File: src/rtl/truth_table_checker_settle_counter.sv
// tt_settle_counter: loadable down-counter flagging terminal count at zero
module tt_settle_counter #(
  parameter int W = 8
) (
  input  logic         clk,
  input  logic         reset_n,
  input  logic         load,
  input  logic         dec,
  input  logic [W-1:0] load_val,
  output logic         tc
);
  logic [W-1:0] cnt;
  assign tc = (cnt == '0);
  always_ff @(posedge clk or negedge reset_n)
    if (!reset_n) cnt <= '0;
    else if (load) cnt <= load_val;
    else if (dec && !tc) cnt <= cnt - 1'b1;
endmodule

File: config.mk
export PLATFORM = sky130hd
export DESIGN_NAME = tt_settle_counter
export DESIGN_NICKNAME = d
export VERILOG_FILES = /design/src/rtl/truth_table_checker_settle_counter.sv
export SDC_FILE = /design/constraint.sdc
export NUM_CORES = 1
export LEC_CHECK = 0
export CORE_AREA = 2 2 39 41
export DETAILED_ROUTE_END_ITERATION = 8
export DIE_AREA = 0 0 41 43
export PLACE_DENSITY = 0.66
export SLEW_MARGIN = 20
export SYNTH_ARGS = -nofsm -noshare
export SYNTH_HDL_FRONTEND = slang
export SYNTH_SLANG_ARGS = --single-unit
File: constraint.sdc
create_clock -name clk -period 2.58 [get_ports clk]
set_input_delay 0.387 -clock clk [delete_from_list [all_inputs] [get_ports clk]]
set_output_delay 0.387 -clock clk [all_outputs]
set_load 0.05 [all_outputs]
Word-level counts from Yosys, hierarchy flattened
Index checks and enable logic that the tools add are counted.
{"block": "op_classes", "addsub": 1, "muxes": 2, "reduce_logical": 4}
{"op": "8-bit 2-to-1 mux", "n": 2}
{"op": "8-bit zero test", "n": 1}
{"op": "8-bit by 1-bit subtractor with 8-bit output, second input constant", "n": 1}
{"op": "2-bit nonzero test", "n": 1}
{"op": "1-bit logical AND", "n": 1}
{"op": "1-bit zero test", "n": 1}
{"block": "totals", "ff_bits": 8, "inputBits": 12, "elab_cells": 8}

Depth between registers and ports, before layout
{"block": "depth", "depth_word": 5, "depth_mapped": 5, "ltp_nobuf": 5}

Worst setup path before layout
No wires, ideal clock.
{"block": "synth_path", "path_type": "register to output", "start": "register cnt[0]", "end": "output tc", "t_arrival_ps": 1799, "required_time_ps": 2193, "slack_ps": 394, "path_stages_with_launch": 5, "path_buffers": 0, "cell_sequence": "dfrtp_1 -> inv_1 -> ha_1 -> or3b_2 -> nor2_1"}
{"block": "synth_between", "elab_chain_len": 1}
{"item": "start, declared", "line_no": "12", "rtl": "logic [W-1:0] cnt;"}
{"item": "start signal, assigned", "line_no": "16", "rtl": "else if (load) cnt <= load_val;"}
{"item": "start signal, assigned", "line_no": "17", "rtl": "else if (dec && !tc) cnt <= cnt - 1'b1;"}
{"item": "8-bit zero test", "line_no": "13", "rtl": "assign tc = (cnt == '0);"}
{"item": "end, declared", "line_no": "10", "rtl": "output logic tc"}
No other way between the ends.

Final worst setup path
Ends and elaborated chain as after synthesis.

==> flow_summary_export.csv <==
group,metric,value,unit
status,status,"finished clean",
cells_and_area,largestRegisters,"cnt x8",
detailed_routing,ant_nets,0,
detailed_routing,num_vias,517,
clocking,cts.clk_slew.worst_paths,60,ps
sta,slew_viol_final,0,
floorplanning,rows,14,
global_routing,overflow,0,
cells_and_area,fin_area,699,µm²
sta,fin_skew,1.04,ps
floorplanning,initial_utilization,38.2,%
clocking,clockBufferDepth,2,
sta,grt_setup_unrepaired,"no",
pwr,cellLeakagePower,0.000265,µW
sta,tightest_slew,761,ps
global_routing,grt_pass1_wl,2180,µm
sta,setup_violations,0,
synth,yosys.area.top_type,"dfrtp_1",
cells_and_area,drive_above_1_share,9.72,%
sta,max_freq,0.436,GHz
cells_and_area,syn_to_final_growth,32.5,%
synth,netlist_instances,58,
clocking,postCtsResizedCells,0,
cells_and_area,final_cell_mix,"clkdlybuf4s50_1, dfrtp_1, nor2_1",
synth,ys_warn_count,0,
cells_and_area,finalNonFillerCells,88,
sta,final-hold-violation-count,0,
global_routing,first_global_vias,467,
cells_and_area,layout_commonest_cell,"clkdlybuf4s50_1",
floorplanning,core,1380,µm²
min_path,hold_path_class,"in -> async",
clocking,htree_levels,1,
clocking,post_cts_buffers,0,
synth,ys_ff_latch,8,
global_routing,antenna_found_initial,0,
critical_path,critical_path_class,"reg -> out",
placement,dpl_cell_area,677,µm²
synth,seq_area_frac_synth,37.9,%
sta,period_needed,2290,ps
detailed_routing,detail_route.wl_per_cell,14.5,µm
synth,syn-mean-instance-area,9.10,µm²
detailed_routing,routed_wl,1280,µm
clocking,clock-root-buffer,"clkbuf_4",
cells_and_area,diodes,0,
floorplanning,die_h,43,µm
floorplanning,fp.dieW,41,µm
cells_and_area,largest_reg_flops,8,
pwr,max-vdd-ir-drop,0.252,mV
clocking,cts_made_buffers,3,
detailed_routing,drt_iter0_drc,10,
sta,period_share,88.9,%
cells_and_area,final_nets,88,
placement,io_buffers,12,
global_routing,grt_max_degree,14,
synth,synth.top_cell.area_share,37.9,%
detailed_routing,remaining_drc_errors,0,
pwr,powerDensity,489,nW/µm²
cells_and_area,top_register,"cnt",
critical_path,arrival,1910,ps
synth,syn_area,528,µm²
cells_and_area,post-route-util,50.5,%
critical_path,end_kind,"primary output",
detailed_routing,drtPass1Iterations,4,
job,maxCapViolCount,0,
clocking,clock_latency,260,ps
synth,synth_fp_nets,72,
global_routing,gr-usage-all-layers,18.9,%
clocking,cts_tree,"yes",
placement,place_congestion,0.761,
floorplanning,io-pin-count,13,
critical_path,startpoint_type,"flip-flop",
critical_path,cp_max_fo,4,
placement,placedCellCount,85,
detailed_routing,viasPerCell,5.88,
floorplanning,die-area,1760,µm²
placement,dp_hpwl,905,µm
sta,slew_headroom,48.8,%
sta,finalSetupTns,0,ps
synth,synth_cell_type_count,31,
clocking,clock_sinks,8,
synth,netlist_top_cells_area,"dfrtp_1, ha_1, nor3b_1, or4_1, a221o_1",
critical_path,crit_required,2190,ps
clocking,cts_hold_buf,0,
-- worst max-delay path, cell delays in order, from the launching register on --
cell and delay [ps]:
dfrtp_1 400, inv_1 110, ha_1 200, or3b_2 500, nor2_1 260, buf_12 180
-- per-stage QoR --
stage | setup WS [ps] | total power (µW) | hold slack [ps]
2_1_floorplan | 394 | 203 | 91.4
3_3_place_gp | 516 | 237 | 580
3_5_place_dp | 476 | 238 | 582
4_1_cts | 293 | 342 | 426
5_1_grt | 181 | 367 | 438
6_report | 287 | 342 | 417
-- Yosys cell counts --
library cell / count
a211o_1: 1
a211o_2: 1
a21oi_1: 3
a221o_1: 2
a2bb2oi_1: 1
a31oi_1: 2
buf_2: 1
clkbuf_1: 1
clkinv_1: 1
dfrtp_1: 8
ha_1: 2
inv_1: 2
nand2_1: 2
nand3_1: 2
nand4_1: 2
nor2_1: 5
nor2b_1: 1
nor3_1: 3
nor3b_1: 3
nor4_1: 1
o2111ai_1: 1
o211a_1: 1
o211ai_1: 1
o21ai_0: 2
o221ai_1: 1
o311a_1: 1
o31ai_1: 1
or3_1: 1
or3b_1: 1
or3b_2: 1
or4_1: 3
-- path summary, 6_finish.rpt --
path                            startpoint  slack [ps]      to  cells after the start
worst max-delay path                cnt[0]         290      tc                      5
worst min-delay path               reset_n         420  cnt[7]                      1
worst max register to register      cnt[2]         680  cnt[6]                      3
worst min register to register      cnt[0]         590  cnt[0]                      2
max in group asynchronous          reset_n        1880  cnt[2]                      1
min in group clk                    cnt[0]         590  cnt[0]                      2
-- kinds of logic after synthesis --
family | count (synthesis) | share of synthesized area [%]
fa+ha+maj | 2 | 4.74
simple gates | 25 | 27.5
compound gates | 18 | 26.1
buf+inv | 5 | 3.79
flops | 8 | 37.9
-- per-layer routing --
| layer | GRT usage (%) | wire length, µm | vias up |
|---|---|---|---|
| met5 | 0 | 0 | - |
| met4 | 10.0 | 13 | 0 |
| met3 | 8.38 | 66 | 2 |
| met2 | 23.1 | 585 | 15 |
| met1 | 26.9 | 612 | 243 |
| li1 | - | - | 257 |
-- cell type report --
class / instances / area (µm²)
sequential: 8 / 200
inverter: 3 / 11.3
timing repair buffer: 13 / 138
multi-input combinational: 45 / 308
tap: 16 / 20.0
clock buffer: 3 / 22.5
fill: 139 / 684
-- power breakdown --
group	internal, µW	switching, µW	total, µW
combinational	42.1	39.0	81.2
sequential	139	16.0	155
clock	53.9	51.4	105
Power figures use the tool's default switching activity.
==> edit 1: new RTL, same settings <==
The parameter `W` goes from 8 to 6.
--- a/src/rtl/truth_table_checker_settle_counter.sv
+++ b/src/rtl/truth_table_checker_settle_counter.sv
@@ -1,6 +1,6 @@
 // tt_settle_counter: loadable down-counter flagging terminal count at zero
 module tt_settle_counter #(
-  parameter int W = 8
+  parameter int W = 6
 ) (
   input  logic         clk,
   input  logic         reset_n,
Interface: changed (resized load_val); port bits go from 13 to 11. No check against the original RTL was run, so the function may have changed too.
==> edit 1 against the unedited design <==
  * Die area unchanged
  * Final area down 25%
  * Area after synthesis is 25% lower
  * Sequential cell count decreased by 2
  * Setup slack gained 0.33 ns
  * Global-route usage decreased by 7.9 points
  * Routed wire length is 33% lower
  * Hold slack worse by 0.034 ns
  * Count of clock-buffer cells in the layout is the same
  * Total power is 22% lower
  * Non-clock buffer count decreased by 3
  * Maximum frequency increased by 17%
  * Largest cell class unchanged
==> edit 1: results (changes against the unedited design) <==
metric,value,unit,change
finalNonFillerCells,71,,-19%
netlist_top_cells_area,"dfrtp_1, ha_1, or4_1, o2111ai_1, or3b_1",,
fin_nets,69,,-22%
grt_max_degree,10,,-4
outcome,finished clean,,
skew,0.00177,ns,+0.000734 ns
synth.distinct_cells,23,,-26%
numPlacedInstances,68,,-20%
place_area,504,um2,-26%
p_leak,0.215,nW,-19%
grt_pass1_vias,285,,-39%
dp_hpwl,607,um,-33%
drtIter0Drc,11,,+1
crit_fanout,9,,+5
wl_per_cell,12.0,um,-17%
reg_top3,cnt x6,,
power.switching,0.0781,mW,-27%
worstPathArrival,1.57,ns,-0.34 ns
relSlewSlack,80.4,%,+32 points
peakVddDrop,172,uV,-32%
yosysSeqAreaShare,38.0,%,+0.060 points
routed_via_density,5.14,,-12%
dp_slack,0.511,ns,+0.0352 ns
grt_pass1_wl,1260,um,-42%
io_buffers,10,,-2
synth.avg_cell_area,8.99,um2,-1.3%
[edit 1: cell count changes in the layout (fill, tap and decap cells not counted), moves of 2 or more]
cell / change
clkdlybuf4s50_1: -2
nand4_1: -2
nor3b_1: -2
nor2_1: -2
a221o_1: -2
dfrtp_1: -2
nor3_1: -3
inv_1: +2
[edit 1: worst paths after layout]
kind,from,slack (ns),endpoint,depth (start not counted)
worst max-delay path,cnt[2],0.62,tc,3
worst max register to register,cnt[2],0.91,cnt[5],3
min in group clk,cnt[4],0.56,cnt[4],2
worst min register to register,cnt[4],0.56,cnt[4],2
max in group asynchronous,reset_n,1.97,cnt[4],1
worst min-delay path,reset_n,0.38,cnt[1],1
[edit 1: power by group through the flow]
stage               logic, mW  clock network (mW)  registers [mW]
finish                 0.0612              0.0920           0.114
global placement       0.0605                   0           0.116
CTS                    0.0615              0.0956           0.114
detailed placement     0.0615                   0           0.115
floorplan              0.0389                   0           0.113
global route           0.0683              0.0994           0.116
[edit 1: cells by family after synthesis]
family	count (synthesis)	synth area share, %
flops	6	38.0
buf+inv	6	6.01
fa+ha+maj	2	6.33
simple gates	16	24.4
compound gates	14	25.3
[edit 1: layout make-up]
type,instances,area [um2]
clock buffers,3,22.5
fillers,147,857
flip-flops and latches,6,150
repair buffers,10,97.6
multi-input cells,32,221
inverters,4,15.0
well taps,16,20.0
[edit 1: stage by stage]
stage               utilization (%)  hold WS, ns
floorplan                         -       0.0914
global placement               36.4        0.542
detailed placement             36.4        0.554
CTS                            38.1        0.397
global route                   38.1        0.408
finish                         38.1        0.383
[edit 1: per-layer routing]
metal | routed length, um | GRT usage (%) | vias to the layer above
met5 | 0 | 0 | -
met4 | 10 | 4.00 | 0
met3 | 98 | 6.28 | 2
met2 | 322 | 12.5 | 18
met1 | 424 | 16.5 | 154
li1 | - | - | 191
==> edit 2: new RTL, same flow settings <==
Without the edit above. Register the input `load_val` before use, cleared by the reset. The logic sees it one clock later. The other inputs are not delayed to match.
--- a/src/rtl/truth_table_checker_settle_counter.sv
+++ b/src/rtl/truth_table_checker_settle_counter.sv
@@ -9,11 +9,22 @@
   input  logic [W-1:0] load_val,
   output logic         tc
 );
+
+  logic [W-1:0] load_val_q;
+
+  always_ff @(posedge clk or negedge reset_n) begin
+      if (!reset_n) begin
+          load_val_q <= '0;
+      end else begin
+          load_val_q <= load_val;
+      end
+  end
+
   logic [W-1:0] cnt;
   assign tc = (cnt == '0);
   always_ff @(posedge clk or negedge reset_n)
     if (!reset_n) cnt <= '0;
-    else if (load) cnt <= load_val;
+    else if (load) cnt <= load_val_q;
     else if (dec && !tc) cnt <= cnt - 1'b1;
 endmodule
 
Formal check against the unedited RTL: not equivalent (Yosys sat finds a counterexample within 4 cycles, from zero or initial values and one cycle with reset_n low).
==> edit 2 against the unedited design <==
  * Sequential cell count grew 8
  * Critical path depth is the same
  * Routed wire length grew 6.7%
  * Area after synthesis grew 38%
  * Setup slack lost 0.0036 ns
  * Global-route usage shrank 0.82 points
  * First-iteration DRC count grew 60%
  * Cell count grew 9.1%
  * Total power grew 47%
  * Count of clock-buffer cells in the layout is the same
  * Synthesized cell count grew 14%
  * Final area grew 29%
  * Via count grew 12%
  * Die area is the same
  * Largest power group unchanged
==> edit 2: results (changes against the unedited design) <==
metric,value,unit,change
grt_pass1_wl,2150,um,-1.3%
crit_fanout,4,,unchanged
cts_resized,0,,unchanged
slowest_delay,0.48,ns,-0.02 ns
cts.path.max_buffers,2,,unchanged
synthesis.nets,80,,+11%
reg_top3,"cnt x8, load_val_q x8",,
skew,0.00194,ns,+0.000897 ns
n_antenna_cell,0,,unchanged
drive_gt1_share,8.75,%,-0.97 points
r2r_start,cnt[2],,
min_path_type,flip-flop to flip-flop,,
fin_tns_setup,0,ns,unchanged
post_cts_buffers,0,,unchanged
gr-usage-all-layers,18.1,%,-0.82 points
synth.distinct_cells,31,,unchanged
dp_hpwl,980,um,+8.3%
synthCells,66,,+14%
yosys-top-cells-count,"dfrtp_1, nor2_1",,
crit_family,simple AND/OR/NAND/NOR gates,,
synthArstFlopShare,100,%,unchanged
drtIter0Drc,16,,+6
io_buffers,12,,unchanged
clkTransAtPathRegs,0.09,ns,+0.03 ns
ys_warn_count,0,,unchanged
routed_via_density,6.05,,+3.0%
grt_pass1_vias,514,,+10%
place.gp.congestion,0.759,,-0.24%
synthFlopType,dfrtp_1,,
outcome,finished clean,,
fin_nets,96,,+9.1%
crit_path_top_delay_cell,or3b_2,,
cts_root_buf,clkbuf_4,,
hold-worst-slack,0.460,ns,+0.0431 ns
worst_slew_pin_slew,0.678,ns,-0.0830 ns
clock_latency,0.29,ns,+0.03 ns
numPlacedInstances,93,,+9.4%
finalNonFillerCells,96,,+9.1%
antenna_found_initial,0,,unchanged
netlist_top_cells_area,"dfrtp_1, ha_1, nor3b_1, or4_1, a221o_1",,
yosysSeqAreaShare,55.0,%,+17 points
min_to,cnt[3],,
p_leak,0.358,nW,+35%
worstPathArrival,1.91,ns,about the same
r2r_cells,3,,unchanged
r2r-end,cnt[6],,
hold_depth,2,,
r2r_slack,0.66,ns,-0.02 ns
grt_max_degree,17,,+3
peakVddDrop,310,uV,+23%
wl,1360,um,+6.7%
dr.pass1.iters,4,,unchanged
cts_buffers,3,,unchanged
hp-start,load_val_q[3],,
htree_levels,1,,unchanged
[edit 2: area by class of cell]
type | count | area [um2]
fillers | 126 | 484
flip-flops and latches | 16 | 400
multi-input cells | 45 | 308
repair buffers | 13 | 138
clock buffers | 3 | 22.5
well taps | 16 | 20.0
inverters | 3 | 11.3
[edit 2: how the worst max path moves through the flow]
stage,endpoint,startpoint,slack (ns)
detailed placement,cnt[7],dec,0.46
global placement,cnt[7],dec,0.51
CTS,tc,cnt[0],0.27
finish,tc,cnt[0],0.28
global route,tc,cnt[0],0.17
floorplan,tc,cnt[0],0.39
[edit 2: report_power, final]
group,internal [mW],switching (mW),leakage (nW),total [mW]
sequential,0.271,0.0179,0.188,0.289
combinational,0.0423,0.0406,0.157,0.0829
clock,0.0543,0.0758,0.0138,0.130
total,0.367,0.134,0.358,0.501
[edit 2: worst reg2reg max path, delay by kind of cell (launching register included)]
kind / cells / cell delay (ns)
and+or+nand+nor: 2 / 1.22
AOI/OAI and AO/OA: 1 / 0.17
DFF: 1 / 0.45
[edit 2: metal layers]
metal / GRT usage, % / wire length (um)
met1: 24.2 / 627
met2: 26.6 / 641
met3: 4.71 / 71
met4: 8.00 / 22
met5: 0 / 0
[edit 2: kinds of logic after synthesis]
logic type               synth area share [%]
flip-flops                               55.0
AND/OR/NAND/NOR                          19.9
adder cells (fa/ha/maj)                  3.44
buffers and inverters                    2.75
AO/OA/AOI/OAI                            18.9
[edit 2: stage by stage]
step           worst slack [ns]  utilization [%]  area, um2
6_report                  0.283             65.0        900
5_1_grt                   0.174             65.0        900
4_1_cts                   0.274             65.0        900
3_5_place_dp              0.459             63.4        877
3_3_place_gp              0.513             63.4        877
2_1_floorplan             0.394                -        728
